File: config.mk
export PLATFORM = sky130hd
export DESIGN_NAME = lbp_gray_arbiter
export DESIGN_NICKNAME = d
export VERILOG_FILES = /design/src/rtl/lbp_gray_arbiter.sv
export SDC_FILE = /design/constraint.sdc
export NUM_CORES = 1
export LEC_CHECK = 0
export CORE_MARGIN = 5
export CORE_UTILIZATION = 45
export CTS_CLUSTER_SIZE = 12
export DETAILED_ROUTE_END_ITERATION = 16
export MAX_ROUTING_LAYER = met4
export PLACE_DENSITY = 0.86
export SYNTH_ARGS = -nofsm -noshare
export SYNTH_HDL_FRONTEND = slang
export SYNTH_SLANG_ARGS = --single-unit
File: constraint.sdc
create_clock -name clk -period 7.8 [get_ports clk]
set_input_delay 1.56 -clock clk [delete_from_list [all_inputs] [get_ports clk]]
set_output_delay 1.56 -clock clk [all_outputs]
set_load 0.03 [all_outputs]
File: src/rtl/lbp_gray_arbiter.sv
// Round-robin read arbiter for the shared 128x128 gray-image read port.
// Supports locked bursts (e.g. 3x3 neighbourhood fetch) and in-order tagged returns.
//
// Ports:
//   clk, reset   : clock (rising edge), asynchronous active-high reset
//   req, lock    : per-requester read request / burst lock (sampled together)
//   addr         : packed request addresses, requester i at [i*AW +: AW]
//   gnt          : combinational one-hot accept; transfer when req[i] & gnt[i]
//   rvalid       : registered one-cycle return strobe per requester
//   rdata        : registered shared return data, qualified by rvalid
//   mem_ready    : memory can accept a read this cycle
//   mem_req      : registered read strobe to memory
//   mem_addr     : registered read address to memory
//   mem_rdata    : memory read data, valid LAT cycles after mem_req
//   busy         : registered, high while any read is in flight
module lbp_gray_arbiter #(
  parameter int NREQ      = 2,
  parameter int AW        = 14,
  parameter int DW        = 8,
  parameter int LAT       = 1,
  parameter int BURST_MAX = 9
) (
  input  logic               clk,
  input  logic               reset,
  input  logic [NREQ-1:0]    req,
  input  logic [NREQ-1:0]    lock,
  input  logic [NREQ*AW-1:0] addr,
  output logic [NREQ-1:0]    gnt,
  output logic [NREQ-1:0]    rvalid,
  output logic [DW-1:0]      rdata,
  input  logic               mem_ready,
  output logic               mem_req,
  output logic [AW-1:0]      mem_addr,
  input  logic [DW-1:0]      mem_rdata,
  output logic               busy
);

  localparam int IW = (NREQ > 1) ? $clog2(NREQ) : 1;
  localparam int CW = $clog2(BURST_MAX + 1);

  typedef enum logic {
    ST_FREE,
    ST_OWNED
  } state_t;

  state_t state_q, state_d;

  logic [IW-1:0] ptr_q, ptr_d;
  logic [IW-1:0] owner_q, owner_d;
  logic [CW-1:0] count_q, count_d;

  logic          mem_req_q, mem_req_d;
  logic [AW-1:0] mem_addr_q, mem_addr_d;

  // Return tag pipeline: stage 0 lines up with mem_req,
  // stage LAT lines up with valid mem_rdata.
  logic [LAT:0]          tag_v_q, tag_v_d;
  logic [LAT:0][IW-1:0]  tag_id_q, tag_id_d;

  logic [NREQ-1:0] rvalid_q, rvalid_d;
  logic [DW-1:0]   rdata_q, rdata_d;
  logic            busy_q, busy_d;

  logic [NREQ-1:0] rr_gnt;
  logic            rr_found;
  logic            xfer;
  logic [IW-1:0]   xidx;
  logic [AW-1:0]   xaddr;

  function automatic logic [IW-1:0] rot(
    input logic [IW-1:0] p,
    input int            k
  );
    int s;
    s = int'(p) + k;
    if (s >= NREQ) s = s - NREQ;
    return IW'(s);
  endfunction

  function automatic logic [IW-1:0] inc_idx(
    input logic [IW-1:0] i
  );
    if (int'(i) == NREQ - 1) return '0;
    return i + IW'(1);
  endfunction

  // Round-robin pick: first asserted req from ptr upward.
  always_comb begin
    rr_gnt   = '0;
    rr_found = 1'b0;
    for (int k = 0; k < NREQ; k++) begin
      if (!rr_found && req[rot(ptr_q, k)]) begin
        rr_gnt[rot(ptr_q, k)] = 1'b1;
        rr_found              = 1'b1;
      end
    end
  end

  // A locked owner excludes everyone else, even while idle.
  always_comb begin
    gnt = '0;
    if (!reset && mem_ready) begin
      if (state_q == ST_OWNED) begin
        gnt[owner_q] = req[owner_q];
      end else begin
        gnt = rr_gnt;
      end
    end
  end

  always_comb begin
    xfer  = 1'b0;
    xidx  = '0;
    xaddr = '0;
    for (int i = 0; i < NREQ; i++) begin
      if (req[i] && gnt[i]) begin
        xfer  = 1'b1;
        xidx  = IW'(i);
        xaddr = addr[i*AW +: AW];
      end
    end
  end

  // Ownership / pointer. Everything freezes while mem_ready is low.
  always_comb begin
    state_d = state_q;
    ptr_d   = ptr_q;
    owner_d = owner_q;
    count_d = count_q;
    if (mem_ready) begin
      unique case (state_q)
        ST_OWNED: begin
          count_d = count_q + CW'(xfer);
          if (!lock[owner_q] || count_d >= CW'(BURST_MAX)) begin
            state_d = ST_FREE;
            count_d = '0;
            ptr_d   = inc_idx(owner_q);
          end
        end
        ST_FREE: begin
          if (xfer) begin
            if (lock[xidx] && BURST_MAX > 1) begin
              state_d = ST_OWNED;
              owner_d = xidx;
              count_d = CW'(1);
            end else begin
              ptr_d = inc_idx(xidx);
            end
          end
        end
        default: begin
          state_d = ST_FREE;
        end
      endcase
    end
  end

  // Issue and in-order return.
  always_comb begin
    mem_req_d  = xfer;
    mem_addr_d = mem_addr_q;
    if (xfer) mem_addr_d = xaddr;
    if (LAT > 0) begin
      tag_v_d  = {tag_v_q[LAT-1:0], xfer};
      tag_id_d = {tag_id_q[LAT-1:0], xidx};
    end else begin
      tag_v_d  = xfer;
      tag_id_d = xidx;
    end
    rvalid_d = '0;
    rdata_d  = rdata_q;
    if (tag_v_q[LAT]) begin
      for (int i = 0; i < NREQ; i++) begin
        if (tag_id_q[LAT] == IW'(i)) rvalid_d[i] = 1'b1;
      end
      rdata_d = mem_rdata;
    end
    busy_d = |tag_v_d;
  end

  always_ff @(posedge clk or posedge reset) begin
    if (reset) begin
      state_q    <= ST_FREE;
      ptr_q      <= '0;
      owner_q    <= '0;
      count_q    <= '0;
      mem_req_q  <= 1'b0;
      mem_addr_q <= '0;
      tag_v_q    <= '0;
      tag_id_q   <= '0;
      rvalid_q   <= '0;
      rdata_q    <= '0;
      busy_q     <= 1'b0;
    end else begin
      state_q    <= state_d;
      ptr_q      <= ptr_d;
      owner_q    <= owner_d;
      count_q    <= count_d;
      mem_req_q  <= mem_req_d;
      mem_addr_q <= mem_addr_d;
      tag_v_q    <= tag_v_d;
      tag_id_q   <= tag_id_d;
      rvalid_q   <= rvalid_d;
      rdata_q    <= rdata_d;
      busy_q     <= busy_d;
    end
  end

  assign mem_req  = mem_req_q;
  assign mem_addr = mem_addr_q;
  assign rvalid   = rvalid_q;
  assign rdata    = rdata_q;
  assign busy     = busy_q;

endmodule

* After elaboration in Yosys (flattened, before gate mapping) *
Cells that the tools add are included.

word-level totals
  register bits after elaboration = 37
  input port bits = 43
  output and inout port bits = 28

operators by class
  $add $sub $neg = 6
  order comparisons = 12
  equal/unequal tests = 4
  multiplexer cells = 58
  bitwise gates (word level) = 3
  reductions and logical operators = 15

operators by type and width
  operator               count
  $mux W1                42
  $mux W14               2
  $lt A1 B2 Y1 const B   6
  $mux W4                3
  $mux W2                5
  $pmux W4 S2            1
  $reduce_and A4 Y1      2
  $logic_and A1 B1 Y1    7
  $ne A2 B2 Y1 const B   3
  $add A4 B1 Y4          1
  $ge A4 B4 Y1 const B   1
  $pmux W1 S2            2
  $demux W1 S1           3
  $ge A1 B1 Y1 const B   3
  $logic_not A1 Y1       3
  $reduce_and A3 Y1      1
  $add A1 B1 Y1 const B  2
  $add A1 B1 Y2 const B  1
  $and A2 B2 Y2          1
  $ge A1 B2 Y1 const B   1
  $ge A2 B2 Y1 const B   1
  $ne A2 B1 Y1 const B   1
  $or A2 B2 Y2           1
  $reduce_or A2 Y1       1
  other kinds (3)        4

* Depth between registers and ports, before layout *
Gate-level depths: netlist of run 1.

  depth in word-level cells = 28
  mapped depth = 11

* Least setup slack after synthesis of run 1 *
Ideal clock, no wire load.

  path kind = input-to-reg
  start point = in reset
  end point = reg ptr_q
  library setup time = 0.125 ns
  arrival time = 4.060 ns
  setup slack = 3.615 ns
  stages = 10
  path buffers = 1
  cell sequence = and2b_1 > o21ai_0 > a21oi_2 > clkbuf_1 > ha_1 > ha_1 > or4_4 > a21oi_4 > o22ai_2 > mux2_4

on the way
  elaborated cells between the ends (all ways) = 27

RTL lines
  element                          RTL line  text
  start, declared                  24        input logic reset,
  $logic_not A1 Y1 (no line) (*)   n/a
  $logic_and A1 B1 Y1 (*)          102       if (!reset && mem_ready) begin
  $mux W2 (*)                      102
  $logic_and A1 B1 Y1              116       if (req[i] && gnt[i]) begin
  $mux W1                          116
  $mux W1 (*)                      116
  named net mem_req_d              52        logic mem_req_q, mem_req_d;
  $add A4 B1 Y4                    133       count_d = count_q + CW'(xfer);
  $ge A4 B4 Y1                     134       if (!lock[owner_q] || count_d >= CW'(BURST_MAX)) begin
  $logic_or A1 B1 Y1               134
  $ne A2 B1 Y1 (no line)           n/a
  $reduce_and A4 Y1 (no line) (*)  n/a
  end signal, assigned             196       ptr_q <= ptr_d;
  end, declared                    48        logic [IW-1:0] ptr_q, ptr_d;

Mark *: on every way through the listed nets, which the timed path passes. The rest lies on a longest branch. The select of a mux whose other input is x is not followed.
A chain may end at the register's enable or synchronous reset.

* Worst setup path after layout of run 1 *
  start point = in req[0]
  end point = out gnt[1]

on the way
  word-level cells in the longest chain between the ends = 8
  elaborated cells between the ends (all ways) = 15

RTL lines
  element                                      RTL line  text
  start, declared                              25        input logic [NREQ-1:0] req,
  $mux W1 (implied by the code) (2 in series)  92        if (!rr_found && req[rot(ptr_q, k)]) begin
  $mux W1                                      92
  $logic_not A1 Y1                             92
  $logic_and A1 B1 Y1                          92
  $mux W2                                      92
  $mux W2 (*)                                  103       if (state_q == ST_OWNED) begin
  $mux W2 (*)                                  102
  end, declared                                28        output logic [NREQ-1:0] gnt,

Every way passes the cells marked *; elsewhere a longest branch is shown, timed or not. The select of a mux whose other input is x is not followed.

==> out/qor.yml, run 1 <==
sta:
  layout_min_cycle_time_ns: 4.946
  final.setup_skew_ns: 0.005466
  grt_setup_unrepaired: "no"
  setup_viol: 0
  finalHoldViolCount: 0
  worstMarginPinSlew_ns: 1.098
  maxSlewViolCount: 0
  relSlewSlack: 0.2677
  fin_setup_tns_ns: 0
  max_freq_ghz: 0.2022
  min_period_over_period: 0.6341
  worst_slack_ns: 2.854
yosys:
  synth_cell_types: 38
  synth_area_per_cell_sq_um: 11.53
  yosysTopAreaCell: "dfrtp_1"
  synth-seq-area-share: 0.5426
  synth-seq-cells: 36
  syn_inst: 144
  yosys_most_used_dff: "dfrtp_1"
  synth_edf_count: 0
  async_flop_share: 1.000
  yosysWarnings: 0
  synth_nets: 189
  yosysTopAreaCellShare: 0.5426
  yosys-top-cells-area: "dfrtp_1 (54%), mux2i_1 (9.6%), mux2_2 (5.4%)"
  synth_area_sq_mm: 0.001660
setup_path:
  r2r_slack_ns: 4.46
  slowest_delay_ns: 0.62
  crit_start: "req[0]"
  worstSetupPathType: "input pin to output port"
  r2r_end: "ptr_q$_DFFE_PP0P_"
  crit_top_cell: "clkdlybuf4s50_1"
  r2r_start: "owner_q$_DFFE_PP0P_"
  path_cells: "clkdlybuf4s50_1, inv_1, o311ai_2, nor2_1, clkdlybuf4s50_1"
  worstPathArrival_ns: 3.39
  cp.required_ns: 6.24
  critPathSlowestCell: "clkdlybuf4s50_1"
  cp-endpoint: "gnt[1]"
  cp_max_fo: 6
  endpoint_kind: "output port"
  rr_worst_depth: 9
  start_kind: "input pin"
clock_network:
  cts-hold-fix-buffers: 0
  cts_tree: "yes"
  clk_path_buf_depth: 2
  root_buffer: "clkbuf_8"
  cts_htree_levels: 2
  clk_latency_ns: 0.29
  cts.sinks: 36
  path_clk_slew_ns: 0.07
  cts_setup_buffers: 0
  cts.repair.resized: 0
  cts_buffers: 5
global_routing:
  grt_use_total: 0.1664
  grt_overflow: 0
  grt_pass1_vias: 1325
  grt_pass1_wl_mm: 6.348
  antenna_found_initial: 0
  grt_max_degree: 37
power:
  switching_share: 0.3809
  vdd_drop_max_v: 0.0001818
  pwr-share-seq: 0.377
  pwr-share-clk: 0.178
  p_leak_nw: 1.051
  p_comb_frac: 0.445
  p_int_w: 0.0004752
  switching_power_w: 0.0002924
  cellPowerDensity_mw_per_mm2: 307.7
floorplanning:
  dieWidth_microns: 70.74
  core-area_sq_mm: 0.003606
  die_h_microns: 70.74
  initial_core_util: 0.4604
  rows: 22
  pin_count: 71
  dieArea_sq_mm: 0.005004
job:
  maxCapViolCount: 0
routing:
  viasPerCell: 4.962
  vias: 1320
  dr.pass1.iters: 4
  drtIter0Drc: 76
  drcViolationCount: 0
  wl_mm: 3.781
  antenna_left: 0
  routedWlPerCell_microns: 14.21
layout:
  num_antenna_cells: 0
  layout-drive-gt1-share: 0.1239
  layout_common_cells: "clkdlybuf4s50_1 (70), dfrtp_1 (36), nor2_1 (18)"
  area_growth_pct: 50.26
  final_nets: 262
  final_common_cell: "clkdlybuf4s50_1"
place:
  place.port_buffers: 70
  place_congestion: 0.9345
  dp_hpwl_mm: 2.798
  dp_slack_ns: 2.672
hold_path:
  hold_path.class: "register to register"
status:
  status: "completed"
## power by group through the flow
stage	logic [W]	clock network, W	registers [W]
detailed placement	0.000342	0	0.000291
global placement	0.000339	0	0.000288
floorplan	0.000120	0	0.000371
CTS	0.000346	0.000141	0.000289
finish	0.000342	0.000137	0.000289
global route	0.000365	0.000148	0.000298
## critical path: cells and delay by family
kind | cells | cell delay, ns
buf+inv | 3 | 1.19
compound gates | 1 | 0.51
simple gates | 1 | 0.12
## final cells by class
| cell class | count | area (sq um) |
|---|---|---|
| clock buffer | 7 | 86.33 |
| clock inverter | 1 | 7.507 |
| fill | 257 | 1111 |
| inverter | 5 | 18.77 |
| multi-input combinational | 98 | 713.2 |
| sequential | 36 | 900.9 |
| tap | 48 | 60.06 |
| timing repair buffer | 71 | 708.2 |
## synthesized netlist by cell type, drive strengths merged, types with 2 or more instances
master  count
ha          2
and2b       2
dfrtp      36
nor2       19
a21oi      17
mux2i      16
nand3       2
o21ai       3
buf         2
clkbuf      3
o22ai       2
inv         5
mux2        9
nor2b       2
nand2       8
## cells by family after synthesis
kind of cell               synth area share
and+or+nand+nor                      0.1198
buffers and inverters               0.02788
xor gates and xnor gates           0.005276
DFF                                  0.5426
muxes                                0.1598
adders and majority gates           0.01507
AOI/OAI and AO/OA                    0.1296
## metrics by stage
stage,hold slack (ns),total power (W),area [sq um],cells,utilization
floorplan,0.3312,0.0004911,1660,144,-
global placement,0.3342,0.0006269,2401,258,0.6659
detailed placement,0.3347,0.0006334,2401,258,0.6659
CTS,0.3524,0.0007760,2495,266,0.6919
global route,0.3757,0.0008109,2495,266,0.6919
finish,0.3523,0.0007677,2495,266,0.6919
## sequential cells by signal, indices dropped and copies added (netlist names)
signal and flops:
rdata 8, rvalid 2, tag_v_q 2, owner_q 1
count_q 4, ptr_q 1, tag_id_d 1, state_q 1
mem_addr 14, busy 1, tag_id_q 1
## layer usage
metal / share of wire / routed length (microns) / vias up / GRT usage
li1: - / - / 652 / -
met1: 0.39 / 1484 / 609 / 0.2040
met2: 0.49 / 1869 / 50 / 0.2482
met3: 0.087 / 328 / 9 / 0.06392
met4: 0.026 / 99 / 0 / 0.06472
met5: 0 / 0 / - / -
## worst min path at each step
stage | cells after the start | startpoint | end
2_1_floorplan | 0 | tag_id_d[1]$_DFF_PP0_ | tag_id_q[1]$_DFF_PP0_
3_3_place_gp | 0 | tag_id_d[1]$_DFF_PP0_ | tag_id_q[1]$_DFF_PP0_
3_5_place_dp | 0 | tag_id_d[1]$_DFF_PP0_ | tag_id_q[1]$_DFF_PP0_
4_1_cts | 0 | tag_id_d[1]$_DFF_PP0_ | tag_id_q[1]$_DFF_PP0_
5_1_grt | 0 | tag_id_d[1]$_DFF_PP0_ | tag_id_q[1]$_DFF_PP0_
6_report | 0 | tag_id_d[1]$_DFF_PP0_ | tag_id_q[1]$_DFF_PP0_
(Power assumes the default switching activity.)
==> run 2: changes to the inputs <==
- CORE_UTILIZATION: 45 -> 42
- PLACE_DENSITY: 0.86 -> 0.82
- clock period: 7.8 -> 4.6 ns (I/O delays scaled with it)
==> run 2 against run 1 <==
Compared with the run above: global-route usage decreased by 1.3 points; clock skew decreased by 0.0012 ns; via count increased by 0.38%; critical path depth unchanged; flip-flop and latch count unchanged; critical path type unchanged; combinational power increased by 70%; critical endpoint unchanged; worst setup slack got worse by 1.9 ns; worst hold slack improved by 0.0020 ns; sequential power increased by 69%; sequential share of layout area about the same; total power increased by 68%.
==> out/qor.yml, run 2 (synthesized netlist as in run 1, its figures left out) <==
status:
  status: "completed"
routing:
  drtIter0Drc: 123
  vias: 1325
  dr.pass1.iters: 4
  drcViolationCount: 0
  routedWlPerCell_microns: 13.92
  wl_mm: 3.717
  antenna_left: 0
  viasPerCell: 4.963
layout:
  final_nets: 263
  area_growth_pct: 50.19
  layout_common_cells: "clkdlybuf4s50_1 (70), dfrtp_1 (36), nor2_1 (18)"
  num_antenna_cells: 0
  layout-drive-gt1-share: 0.1233
  final_common_cell: "clkdlybuf4s50_1"
  fin_util: 0.6661
  largest_reg_flops: 14
sta:
  worst_hold_slack_ns: 0.3543
  setup_viol: 0
  relSlewSlack: 0.3206
  final.setup_skew_ns: 0.004271
  maxSlewViolCount: 0
  min_period_over_period: 0.7912
  finalHoldViolCount: 0
  grt_setup_unrepaired: "no"
  max_freq_ghz: 0.2748
  fin_setup_tns_ns: 0
  layout_min_cycle_time_ns: 3.640
  worstMarginPinSlew_ns: 1.018
setup_path:
  crit_top_cell: "clkdlybuf4s50_1"
  worstSetupPathType: "input pin to output port"
  worstPathArrival_ns: 2.72
  path_cells: "clkdlybuf4s50_1, inv_1, o311ai_2, nor2_1, clkdlybuf4s50_1"
  endpoint_kind: "output port"
  cp.required_ns: 3.68
  start_kind: "input pin"
  cp_max_fo: 6
  critPathSlowestCell: "clkdlybuf4s50_1"
  slowest_delay_ns: 0.61
place:
  place.port_buffers: 70
  place_congestion: 0.8288
  dp_hpwl_mm: 2.888
power:
  p_leak_nw: 1.054
  vdd_drop_max_v: 0.0002609
  cellPowerDensity_mw_per_mm2: 515.8
  finalPower_w: 0.001286
clock_network:
  cts.sinks: 36
  cts_setup_buffers: 0
  cts-hold-fix-buffers: 0
  cts_tree: "yes"
  cts_buffers: 5
  path_clk_slew_ns: 0.07
  clk_path_buf_depth: 2
  root_buffer: "clkbuf_8"
  clk_latency_ns: 0.28
  cts.repair.resized: 0
  cts_htree_levels: 2
job:
  maxCapViolCount: 0
hold_path:
  hold_path.class: "register to register"
floorplanning:
  initial_core_util: 0.4435
  pin_count: 71
  core-area_sq_mm: 0.003744
  dieArea_sq_mm: 0.005311
  rows: 22
  die_h_microns: 72.88
  dieWidth_microns: 72.88
global_routing:
  grt_max_degree: 29
  grt_use_total: 0.1530
  antenna_found_initial: 0
  grt_pass1_vias: 1318
  grt_pass1_wl_mm: 6.030
  grt_overflow: 0
run 2: changes by cell type in the layout (fill, tap and decap cells not counted), sizes merged:
| cell | delta |
|---|---|
| buf | +1 |
| clkinv | +1 |
| clkinvlp | -1 |
run 2: metal layers:
layer  GRT usage  up-vias  wire length, microns  share of wire
met5           -        -                     0              0
met3     0.07576        2                   427           0.11
met1      0.1813      614                  1517           0.41
met2      0.2305       54                  1747           0.47
met4     0.04303        0                    24         0.0065
li1            -      655                     -              -
run 2: area by class of cell:
class / count / area [sq um]
inverters: 5 / 18.77
flip-flops and latches: 36 / 900.9
fillers: 313 / 1250
clock inverters: 1 / 8.758
well taps: 48 / 60.06
multi-input cells: 98 / 713.2
repair buffers: 72 / 715.7
clock buffers: 7 / 76.32
run 2: final timing paths:
kind | end | slack (ns) | cells past startpoint | from
setup / recovery | gnt[1] | 0.96 | 5 | req[0]
hold / removal | tag_id_q[1]$_DFF_PP0_ | 0.35 | 0 | tag_id_d[1]$_DFF_PP0_
setup reg to reg | ptr_q$_DFFE_PP0P_ | 1.98 | 8 | owner_q$_DFFE_PP0P_
hold reg to reg | tag_id_q[1]$_DFF_PP0_ | 0.35 | 0 | tag_id_d[1]$_DFF_PP0_
max in group asynchronous | rdata[6]$_DFFE_PP0P_ | 2.65 | 3 | reset
min in group asynchronous | mem_addr[13]$_DFFE_PP0N_ | 1.24 | 2 | reset
run 2: metrics by stage:
stage               setup WS, ns  cells  cell area [sq um]
floorplan                  1.055    144               1660
global placement          0.9724    259               2409
detailed placement        0.9300    259               2409
CTS                       0.9653    267               2494
global route              0.8750    267               2494
finish                    0.9604    267               2494
run 2: power breakdown:
part | internal, W | switching, W
registers | 0.000415 | 0.0000733
clock network | 0.000108 | 0.000109
logic | 0.000269 | 0.000311
run 2: worst max-delay path, delay by kind of cell:
family | cells | cell delay (ns)
AO/OA/AOI/OAI | 1 | 0.51
buffers and inverters | 3 | 1.18
AND/OR/NAND/NOR | 1 | 0.11
